### src/rtl/axi4_lite_master_if.sv
// AXI4-Lite bus bundle between a single master and a single slave.
interface axi4_lite_master_if #(
  parameter int WIDTH = 32
);
  logic               AWVALID;
  logic               AWREADY;
  logic [WIDTH-1:0]   AWADDR;
  logic               WVALID;
  logic               WREADY;
  logic [WIDTH-1:0]   WDATA;
  logic [WIDTH/8-1:0] WSTRB;
  logic               BVALID;
  logic               BREADY;
  logic [1:0]         BRESP;
  logic               ARVALID;
  logic               ARREADY;
  logic [WIDTH-1:0]   ARADDR;
  logic               RVALID;
  logic               RREADY;
  logic [WIDTH-1:0]   RDATA;
  logic [1:0]         RRESP;

  modport master (
    output AWVALID, AWADDR, WVALID, WDATA, WSTRB, BREADY, ARVALID, ARADDR, RREADY,
    input  AWREADY, WREADY, BVALID, BRESP, ARREADY, RVALID, RDATA, RRESP
  );

  modport slave (
    input  AWVALID, AWADDR, WVALID, WDATA, WSTRB, BREADY, ARVALID, ARADDR, RREADY,
    output AWREADY, WREADY, BVALID, BRESP, ARREADY, RVALID, RDATA, RRESP
  );
endinterface

### src/rtl/axi4_lite_master.sv
// Single-outstanding AXI4-Lite master: one command in, one response out,
// with a per-state wait timeout that reports SLVERR.
module axi4_lite_master #(
  parameter int WIDTH   = 32,
  parameter int TIMEOUT = 16
) (
  input  logic               ACLK,
  input  logic               ARESETn,
  input  logic               cmd_valid,
  output logic               cmd_ready,
  input  logic               cmd_write,
  input  logic [WIDTH-1:0]   cmd_addr,
  input  logic [WIDTH-1:0]   cmd_wdata,
  input  logic [WIDTH/8-1:0] cmd_wstrb,
  output logic               rsp_valid,
  input  logic               rsp_ready,
  output logic [WIDTH-1:0]   rsp_rdata,
  output logic [1:0]         rsp_resp,
  axi4_lite_master_if.master axi
);
  localparam int               CNT_W       = $clog2(TIMEOUT) + 1;
  localparam logic [CNT_W-1:0] CNT_LAST    = CNT_W'(TIMEOUT - 1);
  localparam logic [1:0]       RESP_SLVERR = 2'b10;

  typedef enum logic [2:0] {
    IDLE,
    WADDR,
    WRESP,
    RADDR,
    RDATA,
    DONE
  } state_t;

  state_t           state;
  logic [CNT_W-1:0] cnt;
  logic             aw_done;
  logic             w_done;

  logic aw_hs;
  logic w_hs;
  logic expired;

  // VALIDs are only ever high in their owning state, so stray READYs elsewhere are inert.
  assign aw_hs   = axi.AWVALID && axi.AWREADY;
  assign w_hs    = axi.WVALID && axi.WREADY;
  assign expired = (cnt == CNT_LAST);

  always_ff @(posedge ACLK or negedge ARESETn) begin
    if (!ARESETn) begin
      state       <= IDLE;
      cnt         <= '0;
      aw_done     <= 1'b0;
      w_done      <= 1'b0;
      cmd_ready   <= 1'b1;
      rsp_valid   <= 1'b0;
      rsp_rdata   <= '0;
      rsp_resp    <= '0;
      axi.AWVALID <= 1'b0;
      axi.AWADDR  <= '0;
      axi.WVALID  <= 1'b0;
      axi.WDATA   <= '0;
      axi.WSTRB   <= '0;
      axi.BREADY  <= 1'b0;
      axi.ARVALID <= 1'b0;
      axi.ARADDR  <= '0;
      axi.RREADY  <= 1'b0;
    end else begin
      case (state)
        IDLE: begin
          if (cmd_valid) begin
            cmd_ready <= 1'b0;
            cnt       <= '0;
            if (cmd_write) begin
              axi.AWADDR  <= cmd_addr;
              axi.WDATA   <= cmd_wdata;
              axi.WSTRB   <= cmd_wstrb;
              axi.AWVALID <= 1'b1;
              axi.WVALID  <= 1'b1;
              aw_done     <= 1'b0;
              w_done      <= 1'b0;
              state       <= WADDR;
            end else begin
              axi.ARADDR  <= cmd_addr;
              axi.ARVALID <= 1'b1;
              state       <= RADDR;
            end
          end
        end

        WADDR: begin
          if (aw_hs) begin
            axi.AWVALID <= 1'b0;
            aw_done     <= 1'b1;
          end
          if (w_hs) begin
            axi.WVALID <= 1'b0;
            w_done     <= 1'b1;
          end
          // Both channels may finish together or in either order.
          if ((aw_done || aw_hs) && (w_done || w_hs)) begin
            axi.BREADY <= 1'b1;
            cnt        <= '0;
            state      <= WRESP;
          end else if (expired) begin
            axi.AWVALID <= 1'b0;
            axi.WVALID  <= 1'b0;
            rsp_valid   <= 1'b1;
            rsp_resp    <= RESP_SLVERR;
            rsp_rdata   <= '0;
            state       <= DONE;
          end else begin
            cnt <= cnt + CNT_W'(1);
          end
        end

        WRESP: begin
          if (axi.BVALID) begin
            axi.BREADY <= 1'b0;
            rsp_valid  <= 1'b1;
            rsp_resp   <= axi.BRESP;
            rsp_rdata  <= '0;
            state      <= DONE;
          end else if (expired) begin
            axi.BREADY <= 1'b0;
            rsp_valid  <= 1'b1;
            rsp_resp   <= RESP_SLVERR;
            rsp_rdata  <= '0;
            state      <= DONE;
          end else begin
            cnt <= cnt + CNT_W'(1);
          end
        end

        RADDR: begin
          if (axi.ARREADY) begin
            axi.ARVALID <= 1'b0;
            axi.RREADY  <= 1'b1;
            cnt         <= '0;
            state       <= RDATA;
          end else if (expired) begin
            axi.ARVALID <= 1'b0;
            rsp_valid   <= 1'b1;
            rsp_resp    <= RESP_SLVERR;
            rsp_rdata   <= '0;
            state       <= DONE;
          end else begin
            cnt <= cnt + CNT_W'(1);
          end
        end

        RDATA: begin
          if (axi.RVALID) begin
            axi.RREADY <= 1'b0;
            rsp_valid  <= 1'b1;
            rsp_resp   <= axi.RRESP;
            rsp_rdata  <= axi.RDATA;
            state      <= DONE;
          end else if (expired) begin
            axi.RREADY <= 1'b0;
            rsp_valid  <= 1'b1;
            rsp_resp   <= RESP_SLVERR;
            rsp_rdata  <= '0;
            state      <= DONE;
          end else begin
            cnt <= cnt + CNT_W'(1);
          end
        end

        DONE: begin
          // Response fields are frozen here; only the handshake moves us on.
          if (rsp_ready) begin
            rsp_valid <= 1'b0;
            cmd_ready <= 1'b1;
            state     <= IDLE;
          end
        end

        default: begin
          state     <= IDLE;
          cmd_ready <= 1'b1;
        end
      endcase
    end
  end
endmodule

### src/flat_wrapper.sv
// flat-port wrapper written by rule: the top's interface ports become plain ports
module axi4_lite_master_flat 
#(
  parameter int WIDTH   = 32,
  parameter int TIMEOUT = 16
)
  (ACLK, ARESETn, cmd_valid, cmd_ready, cmd_write, cmd_addr, cmd_wdata, cmd_wstrb, rsp_valid, rsp_ready, rsp_rdata, rsp_resp, axi_AWVALID, axi_AWADDR, axi_WVALID, axi_WDATA, axi_WSTRB, axi_BREADY, axi_ARVALID, axi_ARADDR, axi_RREADY, axi_AWREADY, axi_WREADY, axi_BVALID, axi_BRESP, axi_ARREADY, axi_RVALID, axi_RDATA, axi_RRESP);
  axi4_lite_master_if #(.WIDTH(WIDTH)) axi_i ();
  input  logic ACLK;
  input  logic ARESETn;
  input  logic cmd_valid;
  output logic cmd_ready;
  input  logic cmd_write;
  input  logic [WIDTH-1:0] cmd_addr;
  input  logic [WIDTH-1:0] cmd_wdata;
  input  logic [WIDTH/8-1:0] cmd_wstrb;
  output logic rsp_valid;
  input  logic rsp_ready;
  output logic [WIDTH-1:0] rsp_rdata;
  output logic [1:0] rsp_resp;
  output wire logic [$bits(axi_i.AWVALID)-1:0] axi_AWVALID;
  output wire logic [$bits(axi_i.AWADDR)-1:0] axi_AWADDR;
  output wire logic [$bits(axi_i.WVALID)-1:0] axi_WVALID;
  output wire logic [$bits(axi_i.WDATA)-1:0] axi_WDATA;
  output wire logic [$bits(axi_i.WSTRB)-1:0] axi_WSTRB;
  output wire logic [$bits(axi_i.BREADY)-1:0] axi_BREADY;
  output wire logic [$bits(axi_i.ARVALID)-1:0] axi_ARVALID;
  output wire logic [$bits(axi_i.ARADDR)-1:0] axi_ARADDR;
  output wire logic [$bits(axi_i.RREADY)-1:0] axi_RREADY;
  input wire logic [$bits(axi_i.AWREADY)-1:0] axi_AWREADY;
  input wire logic [$bits(axi_i.WREADY)-1:0] axi_WREADY;
  input wire logic [$bits(axi_i.BVALID)-1:0] axi_BVALID;
  input wire logic [$bits(axi_i.BRESP)-1:0] axi_BRESP;
  input wire logic [$bits(axi_i.ARREADY)-1:0] axi_ARREADY;
  input wire logic [$bits(axi_i.RVALID)-1:0] axi_RVALID;
  input wire logic [$bits(axi_i.RDATA)-1:0] axi_RDATA;
  input wire logic [$bits(axi_i.RRESP)-1:0] axi_RRESP;
  assign axi_AWVALID = axi_i.AWVALID;
  assign axi_AWADDR = axi_i.AWADDR;
  assign axi_WVALID = axi_i.WVALID;
  assign axi_WDATA = axi_i.WDATA;
  assign axi_WSTRB = axi_i.WSTRB;
  assign axi_BREADY = axi_i.BREADY;
  assign axi_ARVALID = axi_i.ARVALID;
  assign axi_ARADDR = axi_i.ARADDR;
  assign axi_RREADY = axi_i.RREADY;
  assign axi_i.AWREADY = axi_AWREADY;
  assign axi_i.WREADY = axi_WREADY;
  assign axi_i.BVALID = axi_BVALID;
  assign axi_i.BRESP = axi_BRESP;
  assign axi_i.ARREADY = axi_ARREADY;
  assign axi_i.RVALID = axi_RVALID;
  assign axi_i.RDATA = axi_RDATA;
  assign axi_i.RRESP = axi_RRESP;
  axi4_lite_master #(.WIDTH(WIDTH), .TIMEOUT(TIMEOUT)) u_core (.ACLK(ACLK), .ARESETn(ARESETn), .cmd_valid(cmd_valid), .cmd_ready(cmd_ready), .cmd_write(cmd_write), .cmd_addr(cmd_addr), .cmd_wdata(cmd_wdata), .cmd_wstrb(cmd_wstrb), .rsp_valid(rsp_valid), .rsp_ready(rsp_ready), .rsp_rdata(rsp_rdata), .rsp_resp(rsp_resp), .axi(axi_i));
endmodule
### config.mk
export PLATFORM = sky130hd
export DESIGN_NAME = axi4_lite_master_flat
export DESIGN_NICKNAME = d
export VERILOG_FILES = /design/src/rtl/axi4_lite_master_if.sv /design/src/rtl/axi4_lite_master.sv /design/src/flat_wrapper.sv
export SDC_FILE = /design/constraint.sdc
export NUM_CORES = 1
export LEC_CHECK = 0
export ABC_AREA = 1
export CAP_MARGIN = 20
export CORE_ASPECT_RATIO = 1.4
export CORE_MARGIN = 2
export CORE_UTILIZATION = 46
export DETAILED_ROUTE_END_ITERATION = 7
export PLACE_DENSITY = 0.83
export SLEW_MARGIN = 20
export SYNTH_ARGS = -nofsm -noshare
export SYNTH_HDL_FRONTEND = slang
export SYNTH_SLANG_ARGS = --single-unit
### constraint.sdc
create_clock -name ACLK -period 3.1 [get_ports ACLK]
set_input_delay 0.31 -clock ACLK [delete_from_list [all_inputs] [get_ports ACLK]]
set_output_delay 0.31 -clock ACLK [all_outputs]
set_load 0.01 [all_outputs]
==> metrics.txt <==
# TYPE chip_impl_metric gauge
chip_impl_metric{name="die_span_in_y",unit="um"} 140
chip_impl_metric{name="cts_setup_buffers",unit=""} 0
chip_impl_metric{name="die_width",unit="um"} 101
chip_impl_metric{name="final_weighted_congestion_in_routability_driven_placement",unit=""} 0.910
chip_impl_metric{name="antenna_cells",unit=""} 0
chip_impl_metric{name="fillers",unit=""} 929
chip_impl_metric{name="path_clk_slew",unit="ps"} 60
chip_impl_metric{name="synth.ff_latch_count",unit=""} 151
chip_impl_info{name="synth_top_family_by_area",value="simple AND/OR/NAND/NOR gates"} 1
chip_impl_metric{name="cts_resized",unit=""} 0
chip_impl_metric{name="ioPinCount",unit=""} 255
chip_impl_metric{name="yosys.area_share.xor_xnor",unit="%"} 0
chip_impl_metric{name="fraction_of_the_mapped_netlist_area_in_compound_gates",unit="%"} 6.93
chip_impl_metric{name="yosysUniqueCellTypes",unit=""} 27
chip_impl_metric{name="yosys.area_share.simple",unit="%"} 24.5
chip_impl_metric{name="adder_cell_area_share_of_the_yosys_netlist",unit="%"} 0.205
chip_impl_metric{name="cts_buffers",unit=""} 17
chip_impl_metric{name="gr-usage-all-layers",unit="%"} 23.9
chip_impl_metric{name="drive_above_1_share",unit="%"} 5.83
chip_impl_info{name="grt_setup_unrepaired",value="false"} 1
chip_impl_metric{name="grt_pass1_wl",unit="um"} 26500
chip_impl_metric{name="multi_input_gate_area",unit="um^2"} 1940
chip_impl_metric{name="final_hold_fails",unit=""} 0
chip_impl_metric{name="achievable-frequency",unit="MHz"} 486
chip_impl_metric{name="seq_area",unit="um^2"} 3780
chip_impl_metric{name="synth_largest_type_area_fraction",unit="%"} 61.5
chip_impl_metric{name="report.final.slew_viol_count",unit=""} 0
chip_impl_metric{name="fp-row-count",unit=""} 49
chip_impl_metric{name="syn-cell-area",unit="um^2"} 6100
chip_impl_metric{name="timing.reg2reg.setup_slack",unit="ps"} 1040
chip_impl_metric{name="peakVddDrop",unit="uV"} 601
chip_impl_info{name="timing_worst_setup_path_type",value="reg -> reg"} 1
chip_impl_metric{name="cts.sink_count",unit=""} 151
chip_impl_metric{name="finalNetCount",unit=""} 1065
chip_impl_metric{name="vias",unit=""} 5397
chip_impl_metric{name="hold_path_depth",unit=""} 3
chip_impl_info{name="critical_path.startpoint_type",value="flop"} 1
chip_impl_metric{name="totalWireLength",unit="um"} 16800
chip_impl_metric{name="routedWlPerCell",unit="um"} 15.1
chip_impl_metric{name="route.detailed.vias_per_inst",unit=""} 4.84
chip_impl_metric{name="final.setup.tns",unit="ps"} 0
chip_impl_metric{name="antenna_found_initial",unit=""} 0
chip_impl_info{name="mostFrequentLayoutCells",value="sky130_fd_sc_hd__nand2_1, sky130_fd_sc_hd__clkdlybuf4s50_1, sky130_fd_sc_hd__dfrtp_1"} 1
chip_impl_metric{name="congestion_overflow_gr",unit=""} 0
chip_impl_metric{name="antenna_left",unit=""} 0
chip_impl_metric{name="seq_area_frac_synth",unit="%"} 61.9
chip_impl_metric{name="clk-insertion-delay-late",unit="ps"} 410
chip_impl_metric{name="placeable_core_area",unit="um^2"} 12900
chip_impl_metric{name="grt_start_max_net_pins",unit=""} 69
chip_impl_metric{name="drv_cap",unit=""} 0
chip_impl_metric{name="final_min_period_over_clock_period",unit="%"} 66.3
chip_impl_info{name="post-synth-top-area-cell",value="sky130_fd_sc_hd__dfrtp_1"} 1
chip_impl_metric{name="final_period_minus_worst_setup_slack",unit="ps"} 2060
chip_impl_metric{name="detailed_place_hpwl",unit="um"} 12200
chip_impl_metric{name="firstDrtPassIters",unit=""} 5
chip_impl_info{name="worstHoldStart",value="cmd_wstrb[0]"} 1
chip_impl_info{name="min_to",value="u_core.axi.WSTRB[0]$_DFFE_PN0P_"} 1
chip_impl_metric{name="max_clock_skew",unit="ps"} 13.6
chip_impl_info{name="synth.area.top_cells",value="sky130_fd_sc_hd__dfrtp_1, sky130_fd_sc_hd__nand2_1, sky130_fd_sc_hd__inv_1"} 1
chip_impl_metric{name="synth_area_per_cell",unit="um^2"} 8.76
chip_impl_metric{name="finish.utilization",unit="%"} 72.9
chip_impl_metric{name="start_util",unit="%"} 47.4
chip_impl_metric{name="tightest_slew",unit="ps"} 910
chip_impl_info{name="worst_setup_path_end_kind",value="flop"} 1
chip_impl_metric{name="route.detailed.drc",unit=""} 0
chip_impl_info{name="cts_tree",value="built"} 1
chip_impl_info{name="regToRegStartpoint",value="u_core.state[1]$_DFFE_PN0P_"} 1
chip_impl_info{name="most_frequent_standard_cell_in_the_layout_excluding_fill_and_tap_cells",value="sky130_fd_sc_hd__nand2_1"} 1
chip_impl_info{name="worst_hold_path_type",value="in -> reg"} 1
chip_impl_metric{name="yosys-mux-area-fraction",unit="%"} 0
chip_impl_metric{name="cp.arrival",unit="ps"} 2350
chip_impl_metric{name="timing.critical_path.required",unit="ps"} 3390
chip_impl_metric{name="io_buffer_count",unit=""} 254
chip_impl_metric{name="max_slew_margin",unit="%"} 39.0
chip_impl_info{name="clk_root_buffer_cell",value="sky130_fd_sc_hd__clkbuf_16"} 1
chip_impl_metric{name="vias_in_the_first_global_route",unit=""} 5489
chip_impl_metric{name="die_area",unit="um^2"} 14200
chip_impl_metric{name="area_growth",unit="%"} 53.8
chip_impl_metric{name="timing.reg2reg.worst_path_depth",unit=""} 6
chip_impl_metric{name="final-setup-viol-count",unit=""} 0
chip_impl_info{name="regToRegEndpoint",value="u_core.rsp_resp[1]$_DFFE_PN0P_"} 1
chip_impl_metric{name="initialDrtViolationCount",unit=""} 271
chip_impl_metric{name="cellPowerDensity",unit="nW/um^2"} 1030
chip_impl_metric{name="cts-root-to-sink-buffers",unit=""} 2
chip_impl_metric{name="synth_fp_nets",unit=""} 812
chip_impl_metric{name="htreeDepth",unit=""} 4
chip_impl_info{name="run_status",value="finished clean"} 1
chip_impl_metric{name="leakage",unit="nW"} 4.66
chip_impl_metric{name="worst-path-max-fanout",unit=""} 34
chip_impl_metric{name="gate_count_of_the_mapped_netlist",unit=""} 697
chip_impl_metric{name="ys.warnings.count",unit=""} 0
-- layer usage --
| metal | track usage (%) | vias to the layer above | wire [um] |
|---|---|---|---|
| li1 | - | 2665 | - |
| met1 | 26.4 | 2467 | 6260 |
| met2 | 41.1 | 214 | 8650 |
| met3 | 6.84 | 51 | 1180 |
| met4 | 12.2 | 0 | 683 |
| met5 | 0 | - | 0 |
-- layout make-up --
class	instances	area share (%)
inverters	62	2.48
repair buffers	262	28.0
flip-flops and latches	151	40.3
well taps	153	2.04
multi-input cells	456	20.7
clock buffers	19	4.61
clock inverters	11	1.87
-- sequential cells by signal, summed over array words and instances (netlist names), 2 cells and up --
signal / flops
u_core.rsp_resp: 2
u_core.axi.WDATA: 32
u_core.rsp_rdata: 32
u_core.state: 3
u_core.axi.AWADDR: 32
u_core.axi.ARADDR: 32
u_core.cnt: 5
u_core.axi.WSTRB: 4
-- metrics by stage --
stage / worst slack (ps) / hold WS (ps) / cells / area (um^2) / power (mW)
floorplan: 1680 / 14.4 / 697 / 6100 / 5.20
global route: 799 / 426 / 1114 / 9390 / 10.3
CTS: 1010 / 416 / 1114 / 9390 / 9.76
detailed placement: 784 / 336 / 1083 / 8770 / 7.57
global placement: 841 / 338 / 1083 / 8770 / 7.44
finish: 1040 / 431 / 1114 / 9390 / 9.67
-- cells in the mapped netlist, drive strengths merged --
library cell,instances
nand3,21
or2,1
clkbuf,5
buf,23
nor2,17
o21ai,77
inv,61
nand4,7
dfstp,1
dfrtp,150
clkinv,1
o211ai,1
a21oi,6
nand2,323
nand3b,1
ha,1
nor3,1
-- report_power, final --
part	leakage, nW	internal [mW]	switching [mW]
clock	0.290	1.34	0.791
sequential	1.87	2.89	0.527
combinational	2.50	2.15	1.96
total	4.66	6.39	3.28
-- repair_timing --
action	4_1_cts	5_1_grt
hold buffers	1	0
endpoints found under the setup margin	0	0
endpoints found under the hold margin	61	0
-- worst max-delay path, cell delays in order (launching register included) --
cell and delay, ps:
sky130_fd_sc_hd__dfrtp_1 440, sky130_fd_sc_hd__nor2_1 120, sky130_fd_sc_hd__nand3_1 160, sky130_fd_sc_hd__clkinv_1 750
sky130_fd_sc_hd__nand2_1 230, sky130_fd_sc_hd__o21ai_0 100, sky130_fd_sc_hd__nand3b_1 150
-- how the worst max path moves through the flow --
stage                                     start                             end  slack [ps]  cells after the start
detailed placement                   axi_RVALID  u_core.rsp_resp[1]$_DFFE_PN0P_         780                      6
global placement                     axi_RVALID  u_core.rsp_resp[1]$_DFFE_PN0P_         840                      6
floorplan             u_core.cnt[0]$_DFFE_PN0P_     u_core.state[0]$_DFFE_PN0P_        1680                      8
finish              u_core.state[1]$_DFFE_PN0P_  u_core.rsp_resp[1]$_DFFE_PN0P_        1040                      6
global route        u_core.state[1]$_DFFE_PN0P_  u_core.rsp_resp[1]$_DFFE_PN0P_         800                      6
CTS                 u_core.state[1]$_DFFE_PN0P_  u_core.rsp_resp[1]$_DFFE_PN0P_        1010                      6
-- kinds of logic (layout without fill, tap and decap cells) --
| family | count (synthesis) | in the layout |
|---|---|---|
| flops | 151 | 151 |
| fa+ha+maj | 1 | 1 |
| compound gates | 84 | 84 |
| simple gates | 371 | 371 |
| buf+inv | 90 | 354 |
Power figures use the tool's default switching activity.
